===== config.mk =====
export PLATFORM = sky130hd
export DESIGN_NAME = auto_nav_ctrl
export DESIGN_NICKNAME = d
export VERILOG_FILES = /design/src/rtl/auto_nav_pkg.sv /design/src/rtl/det_filter.sv /design/src/rtl/auto_nav_ctrl.sv
export SDC_FILE = /design/constraint.sdc
export NUM_CORES = 1
export LEC_CHECK = 0
export ABC_AREA = 1
export ABC_CLOCK_PERIOD_IN_PS = 2600
export CORE_ASPECT_RATIO = 0.6
export CORE_MARGIN = 8
export CORE_UTILIZATION = 50
export DETAILED_ROUTE_END_ITERATION = 16
export HOLD_SLACK_MARGIN = 0.03
export PLACE_DENSITY_LB_ADDON = 0.15
export SLEW_MARGIN = 20
export SYNTH_ARGS = -nofsm -noshare
export SYNTH_HDL_FRONTEND = slang
export SYNTH_HIERARCHICAL = 1
export SYNTH_SLANG_ARGS = --single-unit
export TNS_END_PERCENT = 5

===== constraint.sdc =====
create_clock -name sys_clk -period 2.6 [get_ports sys_clk]
set_input_delay 0.52 -clock sys_clk [delete_from_list [all_inputs] [get_ports sys_clk]]
set_output_delay 0.52 -clock sys_clk [all_outputs]
set_load 0.005 [all_outputs]

===== src/rtl/auto_nav_pkg.sv =====
// Shared types for the auto_nav_ctrl line-follower navigator: state codes,
// turn directions and history entry codes.
package auto_nav_pkg;

  typedef enum logic [2:0] {
    ST_IDLE  = 3'd0,
    ST_MOVE  = 3'd1,
    ST_CHECK = 3'd2,
    ST_WAIT  = 3'd3,
    ST_TURN  = 3'd4,
    ST_UTURN = 3'd5
  } nav_state_e;

  typedef enum logic {
    DIR_LEFT  = 1'b0,
    DIR_RIGHT = 1'b1
  } dir_e;

  typedef enum logic [1:0] {
    HIST_NONE = 2'b00,
    HIST_L    = 2'b01,
    HIST_R    = 2'b10,
    HIST_U    = 2'b11
  } hist_code_e;

  function automatic hist_code_e dir_to_hist(input dir_e dir);
    return (dir == DIR_LEFT) ? HIST_L : HIST_R;
  endfunction

endpackage


===== src/rtl/det_filter.sv =====
// One barrier detector: 2-FF synchroniser followed by a tick-based debounce
// that adopts a new level only after STABLE_MS ticks of it being held.
module det_filter #(
  parameter int STABLE_MS = 50
) (
  input  logic sys_clk,
  input  logic rst,
  input  logic tick,
  input  logic det_raw,
  output logic det_filt
);

  localparam int CW = $clog2(STABLE_MS + 1);
  localparam logic [CW-1:0] CNT_LAST = CW'(STABLE_MS - 1);

  logic [1:0]    sync_q, sync_d;
  logic [CW-1:0] cnt_q, cnt_d;
  logic          filt_q, filt_d;
  logic          raw;

  // NOTE: every signal written here gets a default first, so no path leaves it unassigned and no latch is inferred.
  always_comb begin
    sync_d = {sync_q[0], det_raw};
    raw    = sync_q[1];
    filt_d = filt_q;
    cnt_d  = cnt_q;
    // A one-bit raw value that flips while differing must now equal the filtered
    // value, so clearing on equality is what restarts the count on any change.
    if (raw == filt_q) begin
      cnt_d = '0;
    end else if (tick) begin
      if (cnt_q == CNT_LAST) begin
        filt_d = raw;
        cnt_d  = '0;
      end else begin
        cnt_d = cnt_q + CW'(1);
      end
    end
  end

  // NOTE: state registers use non-blocking assignments so all flops update together on the edge.
  always_ff @(posedge sys_clk or negedge rst) begin
    if (!rst) begin
      sync_q <= '0;
      cnt_q  <= '0;
      filt_q <= 1'b0;
    end else begin
      sync_q <= sync_d;
      cnt_q  <= cnt_d;
      filt_q <= filt_d;
    end
  end

  assign det_filt = filt_q;

endmodule


===== src/rtl/auto_nav_ctrl.sv =====
// Maze navigation controller: debounced detectors, fork/block FSM, timed turns
// and an optional turn-history ring buffer enabled by AUTO_NAV_HIST_EN.
module auto_nav_ctrl
  import auto_nav_pkg::*;
#(
  parameter int  TICK_DIV   = 100000,
  parameter int  STABLE_MS  = 50,
  parameter int  TURN_MS    = 900,
  parameter int  LEFT_HAND  = 0,
  parameter int  HIST_DEPTH = 8,
  localparam int HIST_IW    = $clog2(HIST_DEPTH)
) (
  input  logic               sys_clk,
  input  logic               rst,
  input  logic               enable,
  input  logic               full_auto,
  input  logic               front_det,
  input  logic               left_det,
  input  logic               right_det,
  input  logic               move_forward_signal,
  input  logic               turn_left_signal,
  input  logic               turn_right_signal,
  output logic               move_forward,
  output logic               move_backward,
  output logic               turn_left,
  output logic               turn_right,
  output logic [2:0]         nav_state,
  input  logic [HIST_IW-1:0] hist_rd_idx,
  output logic [1:0]         hist_rd_data,
  output logic [HIST_IW:0]   hist_count
);

  localparam int TW = $clog2(TICK_DIV + 1);
  localparam int CW = $clog2(2 * TURN_MS + 1);
  localparam logic [TW-1:0] TICK_LAST = TW'(TICK_DIV - 1);
  localparam logic [CW-1:0] TURN_LIM  = CW'(TURN_MS);
  localparam logic [CW-1:0] UTURN_LIM = CW'(2 * TURN_MS);
  localparam dir_e          PREF_DIR  = (LEFT_HAND != 0) ? DIR_LEFT : DIR_RIGHT;

  logic [TW-1:0] tick_cnt_q, tick_cnt_d;
  logic          tick;
  logic          front_f, left_f, right_f;
  logic          left_open, right_open, pref_open, at_fork;

  nav_state_e    state_q, state_d;
  dir_e          dir_q, dir_d;
  logic          suppress_q, suppress_d;
  logic [CW-1:0] turn_cnt_q, turn_cnt_d;
  logic          log_en;
  hist_code_e    log_code;
  logic          mv_fwd_q, mv_fwd_d, tl_q, tl_d, tr_q, tr_d;

  always_comb begin
    tick       = (tick_cnt_q == TICK_LAST);
    tick_cnt_d = tick ? '0 : tick_cnt_q + TW'(1);
  end

  det_filter #(.STABLE_MS(STABLE_MS)) u_front (
    .sys_clk(sys_clk), .rst(rst), .tick(tick), .det_raw(front_det), .det_filt(front_f));
  det_filter #(.STABLE_MS(STABLE_MS)) u_left (
    .sys_clk(sys_clk), .rst(rst), .tick(tick), .det_raw(left_det), .det_filt(left_f));
  det_filter #(.STABLE_MS(STABLE_MS)) u_right (
    .sys_clk(sys_clk), .rst(rst), .tick(tick), .det_raw(right_det), .det_filt(right_f));

  assign left_open  = ~left_f;
  assign right_open = ~right_f;
  assign pref_open  = (LEFT_HAND != 0) ? left_open : right_open;
  assign at_fork    = ~front_f & (left_open | right_open);

  always_comb begin
    state_d    = state_q;
    dir_d      = dir_q;
    suppress_d = suppress_q & at_fork;
    turn_cnt_d = '0;
    log_en     = 1'b0;
    log_code   = HIST_NONE;
    if (!enable) begin
      state_d    = ST_IDLE;
      suppress_d = 1'b0;
    end else begin
      case (state_q)
        ST_IDLE: begin
          state_d    = ST_MOVE;
          suppress_d = 1'b0;
        end
        ST_MOVE: begin
          if (front_f) begin
            state_d = ST_CHECK;
          end else if (at_fork && !suppress_q) begin
            if (!full_auto) begin
              state_d = ST_WAIT;
            end else if (pref_open) begin
              state_d = ST_TURN;
              dir_d   = PREF_DIR;
            end else begin
              suppress_d = 1'b1;
            end
          end
        end
        ST_CHECK: begin
          if (left_open && right_open) begin
            state_d = ST_TURN;
            dir_d   = PREF_DIR;
          end else if (left_open) begin
            state_d = ST_TURN;
            dir_d   = DIR_LEFT;
          end else if (right_open) begin
            state_d = ST_TURN;
            dir_d   = DIR_RIGHT;
          end else begin
            state_d = ST_UTURN;
            dir_d   = DIR_LEFT;
          end
        end
        ST_WAIT: begin
          if (move_forward_signal) begin
            state_d    = ST_MOVE;
            suppress_d = 1'b1;
          end else if (turn_left_signal) begin
            state_d = ST_TURN;
            dir_d   = DIR_LEFT;
          end else if (turn_right_signal) begin
            state_d = ST_TURN;
            dir_d   = DIR_RIGHT;
          end
        end
        ST_TURN, ST_UTURN: begin
          turn_cnt_d = turn_cnt_q;
          if (tick) begin
            turn_cnt_d = turn_cnt_q + CW'(1);
            if (turn_cnt_d == ((state_q == ST_UTURN) ? UTURN_LIM : TURN_LIM)) begin
              state_d    = ST_MOVE;
              suppress_d = 1'b1;
              turn_cnt_d = '0;
              log_en     = 1'b1;
              log_code   = (state_q == ST_UTURN) ? HIST_U : dir_to_hist(dir_q);
            end
          end
        end
        default: state_d = ST_IDLE;
      endcase
    end
  end

  always_comb begin
    mv_fwd_d = (state_q == ST_MOVE);
    tl_d     = ((state_q == ST_TURN) || (state_q == ST_UTURN)) && (dir_q == DIR_LEFT);
    tr_d     = ((state_q == ST_TURN) || (state_q == ST_UTURN)) && (dir_q == DIR_RIGHT);
  end

  always_ff @(posedge sys_clk or negedge rst) begin
    if (!rst) begin
      tick_cnt_q <= '0;
      state_q    <= ST_IDLE;
      dir_q      <= DIR_LEFT;
      suppress_q <= 1'b0;
      turn_cnt_q <= '0;
      mv_fwd_q   <= 1'b0;
      tl_q       <= 1'b0;
      tr_q       <= 1'b0;
    end else begin
      tick_cnt_q <= tick_cnt_d;
      state_q    <= state_d;
      dir_q      <= dir_d;
      suppress_q <= suppress_d;
      turn_cnt_q <= turn_cnt_d;
      mv_fwd_q   <= mv_fwd_d;
      tl_q       <= tl_d;
      tr_q       <= tr_d;
    end
  end

  assign nav_state     = state_q;
  assign move_forward  = mv_fwd_q;
  assign move_backward = 1'b0;
  assign turn_left     = tl_q;
  assign turn_right    = tr_q;

`ifdef AUTO_NAV_HIST_EN
  localparam int CNTW = HIST_IW + 1;
  localparam logic [CNTW-1:0] HIST_FULL = CNTW'(HIST_DEPTH);

  hist_code_e         hist_mem_q [HIST_DEPTH];
  hist_code_e         hist_mem_d [HIST_DEPTH];
  logic [HIST_IW-1:0] wr_ptr_q, wr_ptr_d, rd_ptr;
  logic [CNTW-1:0]    hist_cnt_q, hist_cnt_d;

  always_comb begin
    hist_mem_d = hist_mem_q;
    wr_ptr_d   = wr_ptr_q;
    hist_cnt_d = hist_cnt_q;
    if (log_en) begin
      hist_mem_d[wr_ptr_q] = log_code;
      wr_ptr_d             = wr_ptr_q + HIST_IW'(1);
      if (hist_cnt_q != HIST_FULL) hist_cnt_d = hist_cnt_q + CNTW'(1);
    end
  end

  // NOTE: the history array is deliberately reset; it is a few flops and must read as empty after reset.
  always_ff @(posedge sys_clk or negedge rst) begin
    if (!rst) begin
      for (int i = 0; i < HIST_DEPTH; i++) hist_mem_q[i] <= HIST_NONE;
      wr_ptr_q   <= '0;
      hist_cnt_q <= '0;
    end else begin
      hist_mem_q <= hist_mem_d;
      wr_ptr_q   <= wr_ptr_d;
      hist_cnt_q <= hist_cnt_d;
    end
  end

  // Index 0 is the newest entry, one behind the write pointer; depth is a power of two so wrap is free.
  assign rd_ptr       = wr_ptr_q - HIST_IW'(1) - hist_rd_idx;
  assign hist_rd_data = ({1'b0, hist_rd_idx} < hist_cnt_q) ? hist_mem_q[rd_ptr] : HIST_NONE;
  assign hist_count   = hist_cnt_q;
`else
  logic unused_hist;
  assign unused_hist  = ^{hist_rd_idx, log_en, log_code};
  assign hist_rd_data = 2'b00;
  assign hist_count   = '0;
`endif

endmodule

# After elaboration in Yosys (flattened, before gate mapping)
# Index checks and enable logic that the tools add are counted.
# classes
addsub,5
eq_ne,24
muxes,49
bitwise,10
reduce_logical,17
# op_table
operator,n
11-bit two-way mux,5
6-bit two-way mux,9
3-bit two-way mux,10
1-bit two-way mux,21
6-bit by 1-bit adder with 6-bit output (second input constant),3
6-bit == test (second input constant),3
17-bit by 1-bit adder with 17-bit output (second input constant),1
17-bit == test (second input constant),1
17-bit two-way mux,1
3-bit case mux with 5 select lines,1
11-bit by 1-bit adder with 11-bit output (second input constant),1
11-bit == test,1
5-bit != test (second input constant),2
3-bit != test (second input constant),3
3-bit AND reduction,3
2-bit != test (second input constant),4
8-bit AND reduction,1
1-bit NOT,7
3-bit by 2-bit == test with 1-bit output (second input constant),2
3-bit == test (second input constant),2
2-bit nonzero test,3
5-bit AND reduction,1
1-bit logical AND,4
4-bit by 2-bit != test with 1-bit output (second input constant),1
other kinds (12),15
# word_totals
ff_bits,63
input_bits,13
output_inout_bits,13
elab_cells,122

# Longest topological paths before layout
# logic_depth
word_depth,10
depth_mapped,14
ltp_nobuf,14

# Modules after synthesis
# The synthesis kept the hierarchy.
# by_module_without_submodules
mod,instances,cells_each,area_each_um2,seq_area_each_um2
auto_nav_ctrl,1,277,2118.3,900.9
det_filter,3,56,474.2,225.2

# Worst setup path before layout
# OpenSTA, ideal clock, no wires.
# synth_timing
kind,register to register
start,reg tick_cnt_q[0]
end,reg u_front.cnt_q[3]
setup_time_ns,0.074
t_arrival_ns,1.971
t_required_ns,2.526
slack_ns,0.555
stages_incl_launch_ff,8
n_path_buf,0
period_less_slack_ns,2.045
path_cell_list,dfrtp_1 -> ha_1 -> nand3_2 -> nor4_2 -> nand3_1 -> nor2_2 -> nand2_1 -> o21ai_2
# synth_via
elab_chain_len,2
# synth_lines
element,line,text
from (decl),auto_nav_ctrl.sv:40,"logic [TW-1:0] tick_cnt_q, tick_cnt_d;"
from (signal assigned),auto_nav_ctrl.sv:162,tick_cnt_q <= tick_cnt_d;
17-bit == test,auto_nav_ctrl.sv:54,tick = (tick_cnt_q == TICK_LAST);
named net tick,auto_nav_ctrl.sv:41,logic tick;
2-bit nonzero test (no source line),-,
to (signal assigned),det_filter.sv:49,cnt_q <= cnt_d;
to (decl),det_filter.sv:17,"logic [CW-1:0] cnt_q, cnt_d;"
# The timed path passes the listed nets, and every way through them passes these cells.
# A chain may end at the register's enable or synchronous reset.

# Worst setup path after layout
# layout_timing
start,reg turn_cnt_q[0]
end,"reg state_q[1], in the netlist nav_state[1]"
# layout_via
elab_chain_len,4
# layout_lines
element,line,text
from (decl),auto_nav_ctrl.sv:48,"logic [CW-1:0] turn_cnt_q, turn_cnt_d;"
from (signal assigned),auto_nav_ctrl.sv:166,turn_cnt_q <= turn_cnt_d;
11-bit by 1-bit adder with 11-bit output,auto_nav_ctrl.sv:130,turn_cnt_d = turn_cnt_q + CW'(1);
11-bit == test,auto_nav_ctrl.sv:131,if (turn_cnt_d == ((state_q == ST_UTURN) ? UTURN_LIM : TURN_LIM)) begin
3-bit != test (no source line),-,
5-bit AND reduction (no source line),-,
to (signal assigned),auto_nav_ctrl.sv:163,state_q <= state_d;
to (decl),auto_nav_ctrl.sv:45,"nav_state_e state_q, state_d;"
# Every way passes these cells.

==> flow_metrics.env <==
export IMPL_regToRegSetupSlack_ns=0.64
export IMPL_synth_edf_count=0
export IMPL_cts_setup_buffers=0
export IMPL_cts_hold_buffers=0
export IMPL_reg2reg_from="turn_cnt_q[0]"
export IMPL_fp_dieH_um=81.2
export IMPL_critPathArrivalTime_ns=2.17
export IMPL_via_per_inst=4.96
export IMPL_outcome="finished clean"
export IMPL_cts_tree="done"
export IMPL_synth_ff_type="dfrtp_1"
export IMPL_diodes=0
export IMPL_initial_core_util=0.524
export IMPL_maxCapViolCount=0
export IMPL_cp_required_ns=2.81
export IMPL_p_per_area_nw_per_um2=653
export IMPL_routabilityCongestion=0.910
export IMPL_finClkSkew_ns=0.00509
export IMPL_drt_iter0_drc=213
export IMPL_syn_avg_cell_area_um2=7.96
export IMPL_cts_reportedPaths_clkPinSlew_ns=0.05
export IMPL_yosys_area_share_adder=0.0283
export IMPL_syn_cell_area_um2=3540
export IMPL_detail_route_wl_per_cell_um=12.6
export IMPL_areaGrowthSynthToFinish_pct=17.1
export IMPL_synth_top_family_by_area="simple AND/OR/NAND/NOR gates"
export IMPL_worst_pin_slew_ns=0.672
export IMPL_setup_violations=0
export IMPL_hp_class="input pin to async pin"
export IMPL_dp_hpwl_mm=5.22
export IMPL_multi_input_area_um2=1680
export IMPL_async_flop_share=1.00
export IMPL_synth_xor_area_share=0.0495
export IMPL_dr_pass1_iters=4
export IMPL_synth_cells=445
export IMPL_leakage_nw=1.91
export IMPL_synth_cell_types=34
export IMPL_nets=494
export IMPL_postPlaceCellArea_um2=3800
export IMPL_clk_latency_ns=0.33
export IMPL_layout_area_seq_um2=1580
export IMPL_endpoint="nav_state[1]"
export IMPL_finalHoldViolCount=0
export IMPL_finalSetupTns_ns=0
export IMPL_ctsResizeCount=0
export IMPL_drive_above_1_share=0.134
export IMPL_dieArea_um2=10100
export IMPL_synth_mux_area_frac=0
export IMPL_drt_total_wl_mm=7.12
export IMPL_reg2reg_depth=11
export IMPL_final_area_um2=4150
export IMPL_max_clock_path_buffers=2
export IMPL_grt_pass1_vias=2647
export IMPL_synthSimpleGateAreaFrac=0.290
export IMPL_n_fill_cell=580
export IMPL_cts_sink_count=63
export IMPL_grt_overflow=0
export IMPL_finalPower_mw=2.71
export IMPL_antenna_found_initial=0
export IMPL_h_tree_depth=3
export IMPL_fmax_mhz=510
export IMPL_drtAntennaViolNets=0
export IMPL_end_kind="register"
export IMPL_synth_compound_area_share=0.0979
export IMPL_grt_max_degree=36
export IMPL_rr_endpoint="nav_state[1]"
export IMPL_chipWidth_um=125
export IMPL_rsz0062_at_grt="no"
export IMPL_relSlewSlack=0.552
export IMPL_num_vias=2802
export IMPL_ys_warn_count=6
export IMPL_core_area_um2=6760
export IMPL_slew_violations=0
export IMPL_worst_setup_path_type="register to register"
export IMPL_core_rowCount=23
export IMPL_grt_use_total=0.151
export IMPL_cts_buffers=9
export IMPL_irDropWorstVdd_mv=0.480
export IMPL_period_share=0.755
export IMPL_io_pins=26
export IMPL_seq_area_frac_synth=0.445
export IMPL_portBuffers=15
export IMPL_crit_path_max_fanout=5
export IMPL_min_period_ns=1.96
export IMPL_cts_root_buffer="clkbuf_16"
export IMPL_drc=0
export IMPL_startpoint="turn_cnt_q[0]"
export IMPL_worst_setup_path_start_kind="register"
export IMPL_synth_seq_cells=63
export IMPL_grt_pass1_wl_mm=12.3
[layer usage]
metal	vias to the layer above	wire (um)	GRT usage
met1	1268	3700	0.206
met2	59	2920	0.220
li1	1465	-	-
met5	-	0	0
met3	10	416	0.0513
met4	0	82	0.0514
[flip-flops by register name, indices dropped and copies added (netlist names), 2 cells and up]
name	count
nav_state	3
tick_cnt_q	17
turn_cnt_q	11
u_front/cnt_q	6
u_front/sync_q	2
u_left/cnt_q	6
u_left/sync_q	2
u_right/cnt_q	6
u_right/sync_q	2
[final cells by class]
class	count	share of cell area
Clock buffer	10	0.0576
Clock inverter	6	0.0260
Inverter	69	0.0625
Multi-Input combinational cell	312	0.404
Sequential cell	63	0.380
Tap cell	87	0.0263
Timing Repair Buffer	18	0.0435
[worst min path at each step]
| stage | startpoint | end |
|---|---|---|
| floorplan | rst | dir_q |
| CTS | rst | tick_cnt_q[10] |
| global placement | u_front/sync_q[0] | u_front/sync_q[1] |
| finish | rst | tick_cnt_q[10] |
| detailed placement | u_front/sync_q[0] | u_front/sync_q[1] |
| global route | rst | tick_cnt_q[10] |
[synthesized netlist by cell type (3+ instances only)]
cell type  number  area, um2
o21ai_0         7       35.0
inv_2           4       15.0
nor2_4          3       33.8
o21bai_1        3       22.5
ha_1            8        100
nand3_1        29        145
dfrtp_1        63       1580
xor2_1         14        123
xnor2_1         6       52.6
nand4_1         3       18.8
nor2_1         34        128
nor3_1          6       30.0
nand3_2         8       80.1
inv_1          65        244
nor2_2         13       81.3
buf_4           7       52.6
o21ai_2         7       61.3
o22ai_1         7       43.8
nand2_1       114        428
a21oi_1         8       40.0
o21ai_1        19       95.1
nand2_2         5       31.3
[where the power goes]
part | internal, mW | total [mW] | switching (mW)
clock network | 0.957 | 1.37 | 0.415
registers | 1.02 | 1.06 | 0.0382
logic | 0.110 | 0.272 | 0.162
total | 2.09 | 2.71 | 0.616
[cell usage in the layout (no fill, tap or decap), drive strengths merged]
cell | netlist | final
or2 | 1 | 1
nor3 | 8 | 8
clkinv | 0 | 2
ha | 8 | 8
o2111ai | 1 | 1
buf | 7 | 4
o21ai | 33 | 33
xnor2 | 6 | 6
o22ai | 7 | 7
nand4 | 3 | 3
nand2 | 119 | 119
o21bai | 3 | 3
a2111oi | 1 | 1
o21a | 1 | 1
conb | 1 | 7
dfrtp | 63 | 63
xor2 | 14 | 14
clkdlybuf4s50 | 0 | 14
nor4 | 2 | 2
nor2 | 50 | 50
clkinvlp | 0 | 1
o221ai | 1 | 1
bufinv | 0 | 3
clkbuf | 0 | 10
a21oi | 8 | 8
a22o | 1 | 1
inv | 69 | 69
a31oi | 1 | 1
nand3 | 37 | 37
[per-stage QoR]
stage               worst slack, ns  cells  utilization  hold WS (ns)
floorplan                     0.555    451            -         0.224
global placement              0.550    549        0.562         0.337
detailed placement            0.499    549        0.562         0.337
CTS                           0.644    565        0.613         0.251
global route                  0.423    565        0.613         0.289
finish                        0.637    565        0.613         0.229
[logic make-up (layout without fill, tap and decap cells)]
kind of cell / after synthesis / count (layout)
and+or+nand+nor: 220 / 220
buffers and inverters: 76 / 103
DFF: 63 / 63
AOI/OAI and AO/OA: 57 / 57
xor gates and xnor gates: 20 / 20
adders and majority gates: 8 / 8
other: 1 / 7
[worst max-delay path: stages, from the launching register on]
cell and delay [ns]:
dfrtp_1 0.41, ha_1 0.27, nand3_2 0.15, nor2_4 0.14, xnor2_1 0.16, nand3_1 0.12
nor2_2 0.14, nand3_2 0.11, nand2_2 0.08, nand3_2 0.12, nand2_1 0.10, o21ai_1 0.06
(Power assumes the default switching activity.)
